<file path="config.mk">
export PLATFORM = sky130hd
export DESIGN_NAME = pwm_led_driver
export DESIGN_NICKNAME = d
export VERILOG_FILES = /design/src/rtl/pwm_led_driver.sv
export SDC_FILE = /design/constraint.sdc
export NUM_CORES = 1
export LEC_CHECK = 0
export ABC_AREA = 1
export CORE_ASPECT_RATIO = 1.75
export CORE_MARGIN = 8
export CORE_UTILIZATION = 58
export DETAILED_ROUTE_END_ITERATION = 16
export MAX_ROUTING_LAYER = met4
export PLACE_DENSITY = 0.95
export RECOVER_POWER = 100
export SLEW_MARGIN = 5
export SYNTH_ARGS = -nofsm -noshare
export SYNTH_HDL_FRONTEND = slang
export SYNTH_SLANG_ARGS = --single-unit
</file>
<file path="constraint.sdc">
create_clock -name clk -period 5.3 [get_ports clk]
set_clock_uncertainty 0.1 [all_clocks]
set_input_delay 0.795 -clock clk [delete_from_list [all_inputs] [get_ports clk]]
set_output_delay 0.795 -clock clk [all_outputs]
set_load 0.01 [all_outputs]
</file>
<file path="src/rtl/pwm_led_driver.sv">
// pwm_led_driver: multi-channel PWM output stage for the LED ramp pipeline.
// Turns each channel's DUTY_W-bit duty value into an LED drive waveform.
// The period is 2^DUTY_W-1 slots, and each slot lasts PRESCALE clocks.
// Duty is double-buffered: it is captured into a shadow register only at
// start or at a period wrap.
// The block also emits a period_start marker and a tick strobe every
// TICK_PERIODS periods to pace the ramp machines.
//
// Ports:
//   clk          in   clock
//   rst          in   synchronous, active-high reset
//   enable       in   run PWM; low stops counters and forces outputs inactive
//   duty         in   NUM_CH*DUTY_W, channel i at [i*DUTY_W +: DUTY_W]
//   led          out  NUM_CH registered PWM drive (inverted if ACTIVE_LOW)
//   period_start out  one-clk pulse in first cycle of each period
//   tick         out  one-clk pulse every TICK_PERIODS periods
module pwm_led_driver #(
    parameter int NUM_CH       = 8,
    parameter int DUTY_W       = 5,
    parameter int PRESCALE     = 16,
    parameter int TICK_PERIODS = 4,
    parameter bit ACTIVE_LOW   = 1'b0
) (
    input  logic                     clk,
    input  logic                     rst,
    input  logic                     enable,
    input  logic [NUM_CH*DUTY_W-1:0] duty,
    output logic [NUM_CH-1:0]        led,
    output logic                     period_start,
    output logic                     tick
);

    localparam int PRE_W  = (PRESCALE > 1) ? $clog2(PRESCALE) : 1;
    localparam int PER_W  = (TICK_PERIODS > 1) ? $clog2(TICK_PERIODS) : 1;
    localparam int SLOT_W = DUTY_W;  // max slot 2^DUTY_W-2 always fits

    localparam logic [PRE_W-1:0]  PRE_MAX  = PRE_W'(PRESCALE - 1);
    localparam logic [PER_W-1:0]  PER_MAX  = PER_W'(TICK_PERIODS - 1);
    localparam logic [SLOT_W-1:0] SLOT_MAX = SLOT_W'((1 << DUTY_W) - 2);
    localparam logic [NUM_CH-1:0] LED_OFF  = {NUM_CH{ACTIVE_LOW}};

    logic                           running_q, running_d;
    logic [PRE_W-1:0]               pre_q, pre_d;
    logic [SLOT_W-1:0]              slot_q, slot_d;
    logic [PER_W-1:0]               per_q, per_d;
    logic [NUM_CH-1:0][DUTY_W-1:0]  shadow_q, shadow_d;
    logic [NUM_CH-1:0]              led_q, led_d, act_d;
    logic                           ps_q, ps_d;
    logic                           tick_q, tick_d;

    // Counter next-state. Start, stop and run are mutually exclusive by running_q.
    always_comb begin
        running_d = running_q;
        pre_d     = pre_q;
        slot_d    = slot_q;
        per_d     = per_q;
        shadow_d  = shadow_q;
        if (!running_q) begin
            if (enable) begin
                running_d = 1'b1;
                pre_d     = '0;
                slot_d    = '0;
                per_d     = '0;
                shadow_d  = duty;
            end
        end else if (!enable) begin
            running_d = 1'b0;
            pre_d     = '0;
            slot_d    = '0;
            per_d     = '0;
        end else if (pre_q == PRE_MAX) begin
            pre_d = '0;
            if (slot_q == SLOT_MAX) begin
                // Period wrap: the only point mid-run where new duty is accepted.
                slot_d   = '0;
                shadow_d = duty;
                per_d    = (per_q == PER_MAX) ? '0 : per_q + 1'b1;
            end else begin
                slot_d = slot_q + 1'b1;
            end
        end else begin
            pre_d = pre_q + 1'b1;
        end
    end

    // Outputs are derived from next-state so the registered pins line up
    // with the counters in the same cycle.
    always_comb begin
        ps_d   = running_d && (pre_d == '0) && (slot_d == '0);
        tick_d = ps_d && (per_d == PER_MAX);
    end

    // Per-channel compare. slot never reaches 2^DUTY_W-1, so full duty
    // stays on continuously across the period wrap.
    for (genvar g = 0; g < NUM_CH; g++) begin : g_ch
        assign act_d[g] = running_d && (slot_d < shadow_d[g]);
    end

    assign led_d = act_d ^ LED_OFF;

    always_ff @(posedge clk) begin
        if (rst) begin
            running_q <= 1'b0;
            pre_q     <= '0;
            slot_q    <= '0;
            per_q     <= '0;
            shadow_q  <= '0;
            led_q     <= LED_OFF;
            ps_q      <= 1'b0;
            tick_q    <= 1'b0;
        end else begin
            running_q <= running_d;
            pre_q     <= pre_d;
            slot_q    <= slot_d;
            per_q     <= per_d;
            shadow_q  <= shadow_d;
            led_q     <= led_d;
            ps_q      <= ps_d;
            tick_q    <= tick_d;
        end
    end

    assign led          = led_q;
    assign period_start = ps_q;
    assign tick         = tick_q;

endmodule

</file>
## Word-level counts from Yosys, hierarchy flattened

Cells that the tools add are included.

- $add $sub $neg: 3
- Multiply operators: 0
- Div/mod/pow operators: 0
- Magnitude comparators: 8
- Equality and inequality tests: 4
- Shift-type cells: 0
- Multiplexer cells: 21
- Bitwise gates (word level): 0
- Reductions and logical operators: 13

Operators with widths:

| kind | number |
|---|---|
| 40-bit two-way mux | 5 |
| 5-bit < comparator | 8 |
| 5-bit two-way mux | 5 |
| 4-bit two-way mux | 4 |
| 2-bit two-way mux | 6 |
| 1-bit logical AND | 11 |
| 5-bit by 1-bit adder with 5-bit output (second input constant) | 1 |
| 5-bit equality test (second input constant) | 1 |
| 5-bit logical NOT | 1 |
| 4-bit by 1-bit adder with 4-bit output (second input constant) | 1 |
| 2-bit equality test (second input constant) | 2 |
| 4-bit equality test (second input constant) | 1 |
| 4-bit logical NOT | 1 |
| 2-bit by 1-bit adder with 2-bit output (second input constant) | 1 |
| 1-bit two-way mux | 1 |

- Register bits after elaboration: 62
- Latch bits: 0
- Memory bits (writable): 0
- Bits in read-only memories: 0
- Input port bits: 43
- Output and inout bits: 10
- Word-level logic and storage cells: 64
- Memories kept: 0

## Logic depth before layout (Yosys ltp)

- Word-level depth: 8
- Depth in mapped cells: 18
- Gate-level depth less buffers: 17

## Worst setup path before layout

OpenSTA, ideal clock, no wires.

- Path kind: input -> register
- From: input port enable
- To: register led_q[6], in the netlist led[6]
- Library setup time: 70 ps
- Arrival time: 2,501 ps
- Required time: 5,130 ps
- Path slack: 2,629 ps
- Stages on the path: 13
- Buffers on the path: 1
- Path through: buf_2 nand2_1 inv_2 nand2_2 inv_1 nand3_1 o21ai_0 ha_1 a21oi_1 nand2_1 a21oi_1 nand2_1 a21oi_1

- Word-level cells in the longest chain between the ends: 4
- Elaborated cells between the ends (all ways): 9
- Those cells by class: 1 x order compare; 7 x mux; 1 x reduce/logical

RTL lines:

| element | RTL line | text |
|---|---|---|
| from (decl) | 26 | `input logic enable,` |
| 5-bit two-way mux (on tied branches) | 59, 66 |  |
| 5-bit two-way mux * | 58 | `if (!running_q) begin` |
| net slot_d[4] | 44 | `logic [SLOT_W-1:0] slot_q, slot_d;` |
| 5-bit < comparator * | 96 | `assign act_d[g] = running_d && (slot_d < shadow_d[g]);` |
| 1-bit logical AND * | 96 |  |
| to (signal assigned) | 117 | `led_q <= led_d;` |
| to (decl) | 47 | `logic [NUM_CH-1:0] led_q, led_d, act_d;` |

Mark *: on every way through the listed nets, which the timed path passes. The rest lies on a longest branch.
A chain may end at the register's enable or synchronous reset.

## Final worst setup path

- From: input port enable
- To: register led_q[6], in the netlist led[6]

- Word-level cells in the longest chain between the ends: 4
- Elaborated cells between the ends (all ways): 9
- Those cells by class: 1 x order compare; 7 x mux; 1 x reduce/logical

RTL lines:

| element | RTL line | text |
|---|---|---|
| 5-bit two-way mux, or another cell as far along | 59 | `if (enable) begin` |
| 5-bit two-way mux or 40-bit two-way mux (tied branches) | 58 |  |
| 5-bit < comparator | 96 |  |
| 1-bit logical AND * | 96 |  |

Mark *: on every way between the ends. The rest lies on a longest branch, timed or not.

==> impl_metrics.tcl <==
set metrics [dict create \
    period_minus_slack_ns 3.80 \
    place_inst 544 \
    rsz0062_at_grt "no" \
    fin_ws_ns 1.50 \
    max_slew_margin_pct 9.29 \
    post_cts_buffers 0 \
    antenna_found_initial 0 \
    area_growth_pct 18.8 \
    wl_per_cell_um 14.7 \
    start_kind "primary input" \
    fmax_mhz 263 \
    maxSlewViolCount 0 \
    synth_cells 428 \
    crit_type "primary input to flip-flop" \
    ys.flop_type "dfxtp_1" \
    syn_area_per_cell_um2 7.68 \
    gr-total-overflow 0 \
    holdCritPathClass "flip-flop to flip-flop" \
    grt_first_pass_wirelength_um 13800 \
    rrSetupSlack_ns 1.99 \
    die_height_um 116 \
    initial_utilization_pct 59.3 \
    status "completed" \
    fp.dieArea_um2 8420 \
    fp.dieW_um 72.9 \
    clk_latency_ns 0.35 \
    vias_per_cell 5.27 \
    grt_usage_pct 21.8 \
    n_fill_cell 441 \
    cp-endpoint "led[6]" \
    critical_path_arrival_ns 3.98 \
    hold_viol_final 0 \
    finalCritPeriodShare_pct 71.7 \
    drv_cap 0 \
    power_density_nw_per_um2 268 \
    rr_worst_depth 14 \
    seq_area_frac_synth_pct 37.8 \
    io_pins 53 \
    cp-end-kind "flip-flop" \
    rows 36 \
    drtAntennaViolNets 0 \
    cts.sinks 62 \
    synth_warnings 0 \
    instances_no_fill 560 \
    first_pass_iters 6 \
    drive_gt1_share_pct 4.55 \
    core_um2 5540 \
    num_vias 2951 \
    crit_start "enable" \
    io_buffers 52 \
    synth_seq_cells 62 \
    worstPathRequired_ns 5.48 \
    place_hpwl_um 5870 \
    setup_viol_count_final 0 \
    drc_errors 0 \
    grt_max_degree 54 \
    leakagePower_nw 1.90 \
    fin_tns_setup_ns 0 \
    r2r_start "pre_q[0]" \
    total_power_mw 1.04 \
    post-place-ws_ns 1.88 \
    ir_worst_vdd_mv 0.234 \
    worst_pin_slew_ns 1.36 \
    htree_levels 3 \
    globalplace.congestion 0.907 \
    r2r-end "led[6]" \
    cts_hold_buffers 0 \
    synth_area_um2 3290 \
    numCtsBuffers 9 \
    clockBufferDepth 2 \
    postCtsResizedCells 0 \
    drt_iter0_drc 138 \
    root_buffer "clkbuf_8" \
    n_antenna_cell 0 \
    synthesis.nets 500 \
    routed_wl_um 8230 \
    synth_edf_count 0 \
    cp_max_fo 17 \
    grt_pass1_vias 3173 \
    cts_tree "built" \
    synthArstFlopShare_pct 0 \
    nNetsFinal 551 \
    synth_cell_types 29 \
    clk_pin_slew_ns 0.07 \
]
cell usage in the layout, fill, tap and decap left out:
cell	count
nand2_1	98
dfxtp_1	62
nor2_1	76
a21oi_1	23
nand2_4	2
nand4_1	2
clkinv_2	2
buf_2	1
nand2_8	1
nor2_4	1
xnor2_1	1
dlygate4sd3_1	11
clkbuf_8	12
ha_1	29
o21ai_0	15
nand3_1	23
and2_0	1
nand2_2	1
clkinvlp_4	1
o211ai_1	1
clkbuf_1	2
inv_1	51
nand3b_1	6
mux2i_1	19
clkdlybuf4s50_1	40
o22ai_1	2
nor2_2	1
cell families (layout without fill, tap and decap cells):
kind of cell | after synthesis | after routing | synth area share (%)
simple gates | 212 | 212 | 27.6
buf+inv | 64 | 120 | 8.68
flops | 62 | 62 | 37.8
compound gates | 41 | 41 | 7.65
fa+ha+maj | 29 | 29 | 11.0
mux | 19 | 19 | 6.93
xor+xnor | 1 | 1 | 0.267
synthesized netlist by cell type (3+ instances only):
| master | count | area, µm² |
|---|---|---|
| nand3b_1 | 6 | 45.0 |
| mux2i_1 | 9 | 90.1 |
| inv_1 | 50 | 188 |
| buf_6 | 3 | 33.8 |
| o21ai_2 | 8 | 70.1 |
| a21oi_1 | 22 | 110 |
| ha_1 | 29 | 363 |
| clkbuf_1 | 6 | 22.5 |
| mux2i_2 | 10 | 138 |
| nor2_1 | 75 | 282 |
| o21ai_0 | 7 | 35.0 |
| nand3_1 | 23 | 115 |
| nand2_1 | 97 | 364 |
| dfxtp_1 | 62 | 1240 |
worst min path at each step:
stage / start / to / depth (start not counted)
after floorplan: shadow_q[25] / shadow_q[25] / 2
after global placement: shadow_q[25] / shadow_q[25] / 2
after detailed placement: shadow_q[25] / shadow_q[25] / 2
after CTS: shadow_q[25] / shadow_q[25] / 2
after global routing: shadow_q[25] / shadow_q[25] / 2
final: shadow_q[25] / shadow_q[25] / 2
power by group:
| part | internal (mW) | total [mW] | leakage, nW | switching (mW) |
|---|---|---|---|---|
| clock | 0.206 | 0.386 | 0.0954 | 0.180 |
| combinational | 0.0728 | 0.159 | 1.30 | 0.0862 |
| sequential | 0.491 | 0.499 | 0.510 | 0.00805 |
final cells by class:
type                            count  area, µm²  area share (%)
Clock buffer                       13        169            4.33
Inverter                           51        191            4.90
Sequential cell                    62       1240            31.8
Multi-Input combinational cell    302       1670            42.8
Clock inverter                      3       17.5           0.449
Timing Repair Buffer               53        519            13.3
Tap cell                           76       95.1            2.44
worst max-delay path: stages:
cell and delay (ns):
dlygate4sd3_1 0.72, inv_1 0.15, nand2_1 0.13, inv_1 0.18, nand2_1 0.08, a21oi_1 1.05, ha_1 0.41, inv_1 0.05
nor2_1 0.05, a21oi_1 0.16, nand2_1 0.08, a21oi_1 0.11
per-stage QoR:
stage	util, %	hold WS (ns)	cell area (µm²)
floorplan	-	0.346	3290
global placement	68.8	0.356	3810
detailed placement	68.8	0.370	3810
CTS	72.1	0.393	4000
global route	70.5	0.416	3900
finish	70.5	0.397	3900
flip-flops by register name (all words and copies together), names as in the netlist:
| signal | flops |
|---|---|
| shadow_q | 40 |
| led | 8 |
| slot_q | 5 |
| pre_q | 4 |
| per_q | 2 |
| period_start | 1 |
| running_q | 1 |
| tick | 1 |
routing by layer:
layer / global-route usage, % / vias to the layer above / wire (µm)
li1: - / 1460 / -
met5: - / - / 0
met4: 19.9 / 0 / 471
met1: 20.4 / 1350 / 2990
met2: 36.6 / 108 / 4410
met3: 4.16 / 33 / 364
No activity file was read; power rests on OpenSTA's default activity.
